===== src/rtl/riscv_pkg.sv =====
// riscv_pkg: shared constants and types for the RV32I hazard pipeline.
//   XLEN            datapath width
//   OP_*            major opcodes decoded in ID
//   RESULT_*        ResultSrc encodings (ALU / memory / PC+4)
//   ALUOP_*         ALUOp encodings handed to the EX-stage ALU decoder
//   ctrl_t, idex_t  ID/EX pipeline register layout
package riscv_pkg;

  localparam int XLEN = 32;

  localparam logic [6:0] OP_R      = 7'b0110011;
  localparam logic [6:0] OP_IMM    = 7'b0010011;
  localparam logic [6:0] OP_LOAD   = 7'b0000011;
  localparam logic [6:0] OP_STORE  = 7'b0100011;
  localparam logic [6:0] OP_BRANCH = 7'b1100011;
  localparam logic [6:0] OP_JAL    = 7'b1101111;
  localparam logic [6:0] OP_JALR   = 7'b1100111;
  localparam logic [6:0] OP_LUI    = 7'b0110111;
  localparam logic [6:0] OP_AUIPC  = 7'b0010111;

  localparam logic [1:0] RESULT_ALU = 2'b00;
  localparam logic [1:0] RESULT_MEM = 2'b01;
  localparam logic [1:0] RESULT_PC4 = 2'b10;

  localparam logic [1:0] ALUOP_ADD   = 2'b00;
  localparam logic [1:0] ALUOP_BR    = 2'b01;
  localparam logic [1:0] ALUOP_FUNCT = 2'b10;
  localparam logic [1:0] ALUOP_LUI   = 2'b11;

  typedef struct packed {
    logic       reg_write;
    logic       mem_read;
    logic       mem_write;
    logic       alu_src;
    logic       branch;
    logic       jump;
    logic [1:0] result_src;
    logic [1:0] alu_op;
  } ctrl_t;

  typedef struct packed {
    ctrl_t           ctrl;
    logic [XLEN-1:0] rd1;
    logic [XLEN-1:0] rd2;
    logic [XLEN-1:0] imm;
    logic [XLEN-1:0] pc;
    logic [XLEN-1:0] pc4;
    logic [4:0]      rs1;
    logic [4:0]      rs2;
    logic [4:0]      rd;
    logic [2:0]      funct3;
    logic            funct7b5;
  } idex_t;

endpackage


===== src/rtl/register_file.sv =====
// register_file: NREG x XLEN architectural registers, x0 hardwired to zero.
//   clk, rst_n   clock, async active-low reset (clears all entries)
//   we, wa, wd   write port (from WB); writes to x0 are dropped
//   ra1/rd1, ra2/rd2  two asynchronous read ports
// Optional macro RF_BYPASS_EN: a read of the register being written this
// cycle returns the write data (write-through); otherwise the old value.
module register_file
  import riscv_pkg::*;
#(
  parameter int NREG = 32
) (
  input  logic            clk,
  input  logic            rst_n,
  input  logic            we,
  input  logic [4:0]      wa,
  input  logic [XLEN-1:0] wd,
  input  logic [4:0]      ra1,
  input  logic [4:0]      ra2,
  output logic [XLEN-1:0] rd1,
  output logic [XLEN-1:0] rd2
);

  logic [XLEN-1:0] rf_q [NREG];
  logic [XLEN-1:0] rf_d [NREG];
  logic            wr_en;

  assign wr_en = we && (wa != 5'd0);

  always_comb begin
    rf_d = rf_q;
    if (wr_en) rf_d[wa] = wd;
  end

  always_ff @(posedge clk or negedge rst_n) begin
    if (!rst_n) begin
      for (int i = 0; i < NREG; i++) rf_q[i] <= '0;
    end else begin
      rf_q <= rf_d;
    end
  end

`ifdef RF_BYPASS_EN
  assign rd1 = (ra1 == 5'd0) ? '0 : (wr_en && wa == ra1) ? wd : rf_q[ra1];
  assign rd2 = (ra2 == 5'd0) ? '0 : (wr_en && wa == ra2) ? wd : rf_q[ra2];
`else
  assign rd1 = (ra1 == 5'd0) ? '0 : rf_q[ra1];
  assign rd2 = (ra2 == 5'd0) ? '0 : rf_q[ra2];
`endif

endmodule


===== src/rtl/id_hazard.sv =====
// id_hazard: RV32I instruction-decode stage with load-use hazard detection.
//   clk, rst_n                 clock, async active-low reset
//   Instruc/PC/PC_plus4_IFID   instruction and PCs from IF/ID
//   flush_ID                   taken branch/jump in EX: kill ID contents
//   RegWrite_WB/rd_WB/Result_WB  register-file write-back port
//   PCWrite, Write_IFID        0 = fetch holds (load-use stall)
//   *_IDEX                     registered ID/EX pipeline outputs
// Optional macro RF_BYPASS_EN (see register_file): WB write-through on reads.
module id_hazard
  import riscv_pkg::*;
#(
  parameter int NREG = 32
) (
  input  logic            clk,
  input  logic            rst_n,
  input  logic [XLEN-1:0] Instruc_IFID,
  input  logic [XLEN-1:0] PC_IFID,
  input  logic [XLEN-1:0] PC_plus4_IFID,
  input  logic            flush_ID,
  input  logic            RegWrite_WB,
  input  logic [4:0]      rd_WB,
  input  logic [XLEN-1:0] Result_WB,
  output logic            PCWrite,
  output logic            Write_IFID,
  output logic [XLEN-1:0] RD1_IDEX,
  output logic [XLEN-1:0] RD2_IDEX,
  output logic [XLEN-1:0] Imm_IDEX,
  output logic [XLEN-1:0] PC_IDEX,
  output logic [XLEN-1:0] PC_plus4_IDEX,
  output logic [4:0]      rs1_IDEX,
  output logic [4:0]      rs2_IDEX,
  output logic [4:0]      rd_IDEX,
  output logic [2:0]      funct3_IDEX,
  output logic            funct7b5_IDEX,
  output logic            RegWrite_IDEX,
  output logic            MemRead_IDEX,
  output logic            MemWrite_IDEX,
  output logic            ALUSrc_IDEX,
  output logic            Branch_IDEX,
  output logic            Jump_IDEX,
  output logic [1:0]      ResultSrc_IDEX,
  output logic [1:0]      ALUOp_IDEX
);

  logic [31:0]     ins;
  logic [6:0]      opcode;
  logic [4:0]      rs1, rs2, rd;
  ctrl_t           ctrl;
  logic [XLEN-1:0] imm, rd1, rd2;
  logic            rs1_used, rs2_used, hz;
  idex_t           idex_q, idex_d;

  assign ins    = Instruc_IFID;
  assign opcode = ins[6:0];
  assign rs1    = ins[19:15];
  assign rs2    = ins[24:20];
  assign rd     = ins[11:7];

  register_file #(.NREG(NREG)) u_rf (
    .clk   (clk),
    .rst_n (rst_n),
    .we    (RegWrite_WB),
    .wa    (rd_WB),
    .wd    (Result_WB),
    .ra1   (rs1),
    .ra2   (rs2),
    .rd1   (rd1),
    .rd2   (rd2)
  );

  // Control decode and immediate select; unknown opcodes decode as NOP.
  always_comb begin
    ctrl     = '0;
    imm      = '0;
    rs1_used = 1'b0;
    rs2_used = 1'b0;
    case (opcode)
      OP_R: begin
        ctrl.reg_write = 1'b1;
        ctrl.alu_op    = ALUOP_FUNCT;
        rs1_used       = 1'b1;
        rs2_used       = 1'b1;
      end
      OP_IMM: begin
        ctrl.reg_write = 1'b1;
        ctrl.alu_src   = 1'b1;
        ctrl.alu_op    = ALUOP_FUNCT;
        rs1_used       = 1'b1;
        imm            = {{(XLEN-12){ins[31]}}, ins[31:20]};
      end
      OP_LOAD: begin
        ctrl.reg_write  = 1'b1;
        ctrl.mem_read   = 1'b1;
        ctrl.alu_src    = 1'b1;
        ctrl.result_src = RESULT_MEM;
        rs1_used        = 1'b1;
        imm             = {{(XLEN-12){ins[31]}}, ins[31:20]};
      end
      OP_STORE: begin
        ctrl.mem_write = 1'b1;
        ctrl.alu_src   = 1'b1;
        rs1_used       = 1'b1;
        rs2_used       = 1'b1;
        imm            = {{(XLEN-12){ins[31]}}, ins[31:25], ins[11:7]};
      end
      OP_BRANCH: begin
        ctrl.branch = 1'b1;
        ctrl.alu_op = ALUOP_BR;
        rs1_used    = 1'b1;
        rs2_used    = 1'b1;
        imm         = {{(XLEN-13){ins[31]}}, ins[31], ins[7], ins[30:25], ins[11:8], 1'b0};
      end
      OP_JAL: begin
        ctrl.reg_write  = 1'b1;
        ctrl.jump       = 1'b1;
        ctrl.result_src = RESULT_PC4;
        imm             = {{(XLEN-21){ins[31]}}, ins[31], ins[19:12], ins[20], ins[30:21], 1'b0};
      end
      OP_JALR: begin
        ctrl.reg_write  = 1'b1;
        ctrl.jump       = 1'b1;
        ctrl.alu_src    = 1'b1;
        ctrl.result_src = RESULT_PC4;
        rs1_used        = 1'b1;
        imm             = {{(XLEN-12){ins[31]}}, ins[31:20]};
      end
      OP_LUI: begin
        ctrl.reg_write = 1'b1;
        ctrl.alu_src   = 1'b1;
        ctrl.alu_op    = ALUOP_LUI;
        imm            = {{(XLEN-32){ins[31]}}, ins[31:12], 12'b0};
      end
      OP_AUIPC: begin
        ctrl.reg_write = 1'b1;
        ctrl.alu_src   = 1'b1;
        imm            = {{(XLEN-32){ins[31]}}, ins[31:12], 12'b0};
      end
      default: ;
    endcase
  end

  // Load in EX whose destination feeds an operand of the ID instruction.
  assign hz = idex_q.ctrl.mem_read && (idex_q.rd != 5'd0) &&
              ((rs1_used && idex_q.rd == rs1) || (rs2_used && idex_q.rd == rs2));

  // A flush discards the ID instruction anyway, so it must not freeze fetch.
  assign PCWrite    = !(hz && !flush_ID);
  assign Write_IFID = PCWrite;

  always_comb begin
    idex_d = '0;
    if (!flush_ID && !hz) begin
      idex_d.ctrl     = ctrl;
      idex_d.rd1      = rd1;
      idex_d.rd2      = rd2;
      idex_d.imm      = imm;
      idex_d.pc       = PC_IFID;
      idex_d.pc4      = PC_plus4_IFID;
      idex_d.rs1      = rs1;
      idex_d.rs2      = rs2;
      idex_d.rd       = rd;
      idex_d.funct3   = ins[14:12];
      idex_d.funct7b5 = ins[30];
    end
  end

  always_ff @(posedge clk or negedge rst_n) begin
    if (!rst_n) idex_q <= '0;
    else        idex_q <= idex_d;
  end

  assign RD1_IDEX       = idex_q.rd1;
  assign RD2_IDEX       = idex_q.rd2;
  assign Imm_IDEX       = idex_q.imm;
  assign PC_IDEX        = idex_q.pc;
  assign PC_plus4_IDEX  = idex_q.pc4;
  assign rs1_IDEX       = idex_q.rs1;
  assign rs2_IDEX       = idex_q.rs2;
  assign rd_IDEX        = idex_q.rd;
  assign funct3_IDEX    = idex_q.funct3;
  assign funct7b5_IDEX  = idex_q.funct7b5;
  assign RegWrite_IDEX  = idex_q.ctrl.reg_write;
  assign MemRead_IDEX   = idex_q.ctrl.mem_read;
  assign MemWrite_IDEX  = idex_q.ctrl.mem_write;
  assign ALUSrc_IDEX    = idex_q.ctrl.alu_src;
  assign Branch_IDEX    = idex_q.ctrl.branch;
  assign Jump_IDEX      = idex_q.ctrl.jump;
  assign ResultSrc_IDEX = idex_q.ctrl.result_src;
  assign ALUOp_IDEX     = idex_q.ctrl.alu_op;

endmodule


===== config.mk =====
export PLATFORM = sky130hd
export DESIGN_NAME = id_hazard
export DESIGN_NICKNAME = d
export VERILOG_FILES = /design/src/rtl/riscv_pkg.sv /design/src/rtl/register_file.sv /design/src/rtl/id_hazard.sv
export SDC_FILE = /design/constraint.sdc
export NUM_CORES = 2
export LEC_CHECK = 0
export ABC_AREA = 0
export CORE_MARGIN = 2
export CORE_UTILIZATION = 54
export DETAILED_ROUTE_END_ITERATION = 8
export PLACE_DENSITY = 0.7
export RECOVER_POWER = 100
export SLEW_MARGIN = 20
export SYNTH_ARGS = -nofsm -noshare
export SYNTH_HDL_FRONTEND = slang
export SYNTH_SLANG_ARGS = --single-unit

===== constraint.sdc =====
create_clock -name clk -period 3.5 [get_ports clk]
set_input_delay 0.525 -clock clk [delete_from_list [all_inputs] [get_ports clk]]
set_output_delay 0.525 -clock clk [all_outputs]
set_load 0.02 [all_outputs]

Word-level counts from Yosys, hierarchy flattened
Cells that the tools add are included.
{ "classes": {"n_lt_le_gt_ge": 4, "eq_ne": 11, "muxes": 23, "n_bitwise": 3, "reduce_logical": 24} }
{ "ops": {"columns": ["op", "count"], "rows": [
  ["$bwmux W1024", 1],
  ["$bmux W32 S5", 2],
  ["$mux W32", 7],
  ["$mux W189", 1],
  ["$demux W32 S5", 1],
  ["$pmux W32 S5", 1],
  ["$eq A7 B6 Y1 const B", 3],
  ["$eq A7 B7 Y1 const B", 3],
  ["$ge A6 B6 Y1 const B", 3],
  ["$not A5 Y6", 3],
  ["$eq A7 B5 Y1 const B", 2],
  ["$reduce_or A6 Y1", 2],
  ["$eq A5 B5 Y1", 2],
  ["$logic_not A5 Y1", 2],
  ["$reduce_bool A5 Y1", 2],
  ["$logic_and A1 B1 Y1", 8],
  ["$mux W1", 8],
  ["$eq A7 B2 Y1 const B", 1],
  ["$reduce_or A7 Y1", 1],
  ["$lt A6 B1 Y1 const B", 1],
  ["$pmux W2 S3", 1],
  ["$reduce_or A2 Y1", 3],
  ["$reduce_or A3 Y1", 2],
  ["$pmux W2 S2", 1],
  ["2 further kinds", 4]
]} }
{ "totals": {"regBits": 1213, "input_bits": 137, "out_inout_bits": 191, "word_cells": 115} }

Longest topological paths before layout
{ "depth": {"word_depth": 9, "depth_mapped": 9, "ltp_nobuf": 5} }

Hierarchy
Synthesis repeated with hierarchy kept, for this count alone.
{ "hier_totals": {"hier_cells": 4050, "area_unflattened_um2": 60978.5} }
{ "by_module_without_submodules": {"columns": ["module", "n_inst", "cells_each", "area_per_inst_um2", "seq_area_each_um2"], "rows": [
  ["register_file", 1, 3538, 54116.9, 25624.6],
  ["id_hazard", 1, 512, 6861.6, 4704.5]
]} }

Worst setup path after synthesis
OpenSTA, ideal clock, no wires.
{ "synth_path": {"path_kind": "in2out", "start": "in Instruc_IFID[5]", "end": "out Write_IFID", "arrival_ps": 1735, "required_time_ps": 2975, "path_slack_ps": 1240, "path_stages": 6, "path_buffers": 2, "path_cell_list": "buf_2 -> and3b_1 -> o2111ai_1 -> o22ai_2 -> nand3b_1 -> buf_4"} }
{ "synth_via": {"elab_chain_len": 8, "elab_cells_between_ends": 16, "classes_between": "eq/ne (6); mux (2); reduce/logical (8)"} }
{ "synth_rtl": {"columns": ["item", "line_no", "text"], "rows": [
  ["start, declared", "id_hazard.sv:16", "input logic [XLEN-1:0] Instruc_IFID,"],
  ["$eq A7 B7 Y1, or another cell as far along", "id_hazard.sv:77", "case (opcode)"],
  ["$reduce_or A6 Y1 (no line) / $reduce_or A3 Y1 (equally long branches)", null, null],
  ["$mux W1", "id_hazard.sv:77", null],
  ["$logic_and A1 B1 Y1", "id_hazard.sv:144", "((rs1_used && idex_q.rd == rs1) || (rs2_used && idex_q.rd == rs2));"],
  ["$logic_or A1 B1 Y1 *", "id_hazard.sv:144", null],
  ["$logic_and A1 B1 Y1 *", "id_hazard.sv:143", "assign hz = idex_q.ctrl.mem_read && (idex_q.rd != 5'd0) &&"],
  ["$logic_and A1 B1 Y1 *", "id_hazard.sv:147", "assign PCWrite = !(hz && !flush_ID);"],
  ["$logic_not A1 Y1 *", "id_hazard.sv:147", null],
  ["end, declared", "id_hazard.sv:24", "output logic Write_IFID,"]
]} }
Every way passes the cells marked *; elsewhere a longest branch is shown, timed or not.

Final worst setup path
{ "layout_path": {"start": "in rd_WB[0]", "end": "reg u_rf.rf_q[146] in the netlist's numbering"} }
{ "layout_via": {"elab_chain_len": 6, "elab_cells_between_ends": 9, "classes_between": "order compare (2); mux (3); bitwise (1); reduce/logical (3)"} }
{ "layout_rtl": {"columns": ["item", "line_no", "text"], "rows": [
  ["start, declared", "id_hazard.sv:21", "input logic [4:0] rd_WB,"],
  ["$not A5 Y6 (implied by the code)", "register_file.sv:31", "if (wr_en) rf_d[wa] = wd;"],
  ["$ge A6 B6 Y1 (implied by the code) / $lt A6 B1 Y1 (equally long branches)", "register_file.sv:31", null],
  ["$logic_and A1 B1 Y1 (implied by the code)", "register_file.sv:31", null],
  ["$mux W32 (implied by the code)", "register_file.sv:31", null],
  ["$demux W32 S5", "register_file.sv:31", null],
  ["$bwmux W1024", "register_file.sv:31", null],
  ["end signal, assigned", "register_file.sv:38", "rf_q <= rf_d;"],
  ["end, declared", "register_file.sv:23", "logic [XLEN-1:0] rf_q [NREG];"]
]} }
Parallel ways exist; a longest one is shown, timed or not.
A chain may end at the register's enable or synchronous reset.

==> impl_metrics.yaml <==
placed_design:
  globalplace.congestion: 0.827
  preCtsSetupSlack_ns: 0.290
  dpl.hpwl_um: 108000
  io_buffers: 327
grt:
  grtUsageMet2: 0.514
  grt_usage: 0.329
  grt_pass1_vias: 42300
  grt_max_degree: 102
  grt_util_met3: 0.0694
  antenna_found_initial: 5
  grt_busiest_layer: "met2"
  groute.layer.met1.usage: 0.457
  grt_overflow_total: 0
  grt_pass1_wl_um: 285000
timing:
  report.final.slew_viol_count: 834
  worst_slack_ns: 0.236
  rsz0062_at_grt: "false"
  fmax_mhz: 306
  setup_viol_count_final: 0
  finalHoldViolations: 0
  timing.hold.ws_ns: 0.282
  timing.final.crit_share: 0.933
  relSlewSlack: -0.847
  period_minus_slack_ns: 3.26
  finalClockSkew_ns: 0.0301
  worstMarginPinSlew_ns: 2.77
  fin_setup_tns_ns: 0
pwr:
  p_comb_frac: 0.183
  sequentialPowerShare: 0.453
  switching_share: 0.268
  power_w: 0.0399
  p_per_area_nw_per_um2: 563
  vdd_drop_max_uv: 568
  p_sw_w: 0.0107
  p_clk_frac: 0.364
  p_leak_nw: 31.6
  internal-power_w: 0.0293
worst_setup_path:
  worstPathRequired_ns: 4.10
  critical-path-top-delay-family: "buffers and inverters"
  cp_slowest_cell: "clkbuf_2"
  cp.buffers_inverters: 3
  worstPathCellList: "dlygate4sd3_1 > nand2_1 > clkbuf_1 > nor2_4 > clkbuf_2 > mux2_2"
  cpPeakStageDelay_ns: 1.52
  startpoint_type: "input port"
  cp.arrival_ns: 3.86
  path_class: "in2reg"
  critPathCaptureType: "flop"
  path_max_fanout: 32
finish:
  areaGrowthSynthToFinish_pct: 14.8
  nets: 4776
  drive_above_1_share: 0.351
  utilization: 0.622
  mostFrequentLayoutCells: "dfrtp_1, mux2_2, mux2i_1"
  layout_commonest_cell: "dfrtp_1"
synthesis:
  synth-seq-area-share: 0.491
  yosys-mux-area-fraction: 0.359
  syn-num-nets: 4629
  synth_edf_count: 0
  synth_cell_types: 53
  yosysWarnings: 0
  ys_ff_latch: 1212
  synth_top_family_by_area: "multiplexers"
  synth_compound_area_frac: 0.0706
  synth_simple_gate_area_frac: 0.0386
  synth_area_um2: 61700
  synth_xor_area_frac: 0.00142
  synth_fa_ha_area_frac: 0
  synthFlopType: "dfrtp_1"
  async_reset_ff_frac: 1.00
  syn_area_per_cell_um2: 13.7
  netlist_instances: 4492
clock_tree:
  cts_root_buf: "clkbuf_16"
  clkSlewWorstSetupHoldPaths_ns: 0.06
  clockBufferDepth: 3
  cts_setup_buffers: 0
  numCtsBuffers: 134
  post_cts_resized: 0
  htreeDepth: 4
  cts_hold_buffers: 1
  cts_sinks: 1212
  cts_tree: "yes"
  clk_latency_ns: 0.74
drt:
  remaining_drc_errors: 0
  via_per_inst: 6.80
  final_antenna_net_count: 0
  detail_route.iter0.violations: 4151
  wl_per_cell_um: 31.0
  first_pass_iters: 5
  totalWireLength_um: 193000
  vias: 42500
floorplan:
  core_um2: 114000
  dieArea_um2: 117000
  initial_utilization: 0.542
  row_count: 124
  die_y_um: 342
  ioPinCount: 328
  die_w_um: 342
status:
  status: "complete, but fails checks"
  violations: "max-capacitance violations, max-slew violations"
job:
  drv_cap: 27
worst_hold_path:
  hold_class: "in2reg"
[layer usage]
metal,wire length (um),share of wire
met2,89700,0.46
met3,17600,0.091
met1,78800,0.41
met5,39,0.00020
met4,7190,0.037
[area by class of cell]
| class | instances | area (um2) |
|---|---|---|
| Sequential cell | 1212 | 30300 |
| Clock buffer | 189 | 3900 |
| Antenna cell | 1 | 2.50 |
| Timing Repair Buffer | 516 | 4960 |
| Multi-Input combinational cell | 2770 | 29200 |
| Clock inverter | 43 | 598 |
| Inverter | 5 | 18.8 |
| Tap cell | 1512 | 1890 |
| Fill cell | 8784 | 43000 |
[final timing paths]
check / startpoint / endpoint / slack, ns / cells past startpoint
setup / recovery: rd_WB[0] / u_rf.rf_q[146] / 0.24 / 6
max in group asynchronous: rst_n / u_rf.rf_q[643] / 0.45 / 4
setup reg to reg: rd_IDEX[2] / RD2_IDEX[16] / 0.34 / 7
hold / removal: Instruc_IFID[15] / Imm_IDEX[15] / 0.28 / 3
hold reg to reg: u_rf.rf_q[1015] / u_rf.rf_q[1015] / 0.40 / 0
min in group asynchronous: rst_n / PC_plus4_IDEX[29] / 1.15 / 2
[worst reg2reg max path, delay by kind of cell (launching register included)]
| kind | cells | cell delay, ns |
|---|---|---|
| simple gates | 4 | 1.16 |
| flops | 1 | 0.51 |
| buf+inv | 2 | 1.17 |
| compound gates | 1 | 0.22 |
[metrics by stage]
stage,instances,area (um2)
2_1_floorplan,4492,61700
3_5_place_dp,6014,67100
6_report,6248,70900
3_3_place_gp,6014,67100
5_1_grt,6247,70900
4_1_cts,6247,71600
[state kept, by name (all words and copies together) (netlist names), 3 cells and up]
register	flops
RD2_IDEX	32
u_rf.rf_q	1024
rs2_IDEX	5
rd_IDEX	5
funct3_IDEX	3
PC_plus4_IDEX	32
RD1_IDEX	32
rs1_IDEX	5
PC_IDEX	32
Imm_IDEX	32
[power by group through the flow]
stage	combinational (W)	sequential, W	clock, W
final	0.00731	0.0181	0.0145
after floorplan	0.00526	0.0179	0
after global routing	0.00784	0.0184	0.0153
after detailed placement	0.00734	0.0183	0
after global placement	0.00716	0.0181	0
after CTS	0.00737	0.0180	0.0147
[kinds of logic after synthesis]
group	count (synthesis)
buf+inv	510
simple gates	408
xor+xnor	10
mux	1758
flops	1212
compound gates	594
[synth_stat cells (all sizes together) (54+ instances only)]
| cell type | n | area, um2 |
|---|---|---|
| dfrtp | 1212 | 30300 |
| mux2i | 498 | 4980 |
| a21oi | 87 | 450 |
| and4b | 62 | 621 |
| buf | 225 | 1320 |
| nor2 | 103 | 387 |
| a22oi | 120 | 901 |
| a211oi | 54 | 405 |
| mux2 | 992 | 11200 |
| clkbuf | 280 | 1060 |
| nand3 | 56 | 280 |
| a221oi | 195 | 1710 |
| o21ai | 66 | 330 |
| o211ai | 62 | 465 |
| mux4 | 268 | 6040 |
| and2 | 85 | 532 |
(Power assumes the default switching activity.)
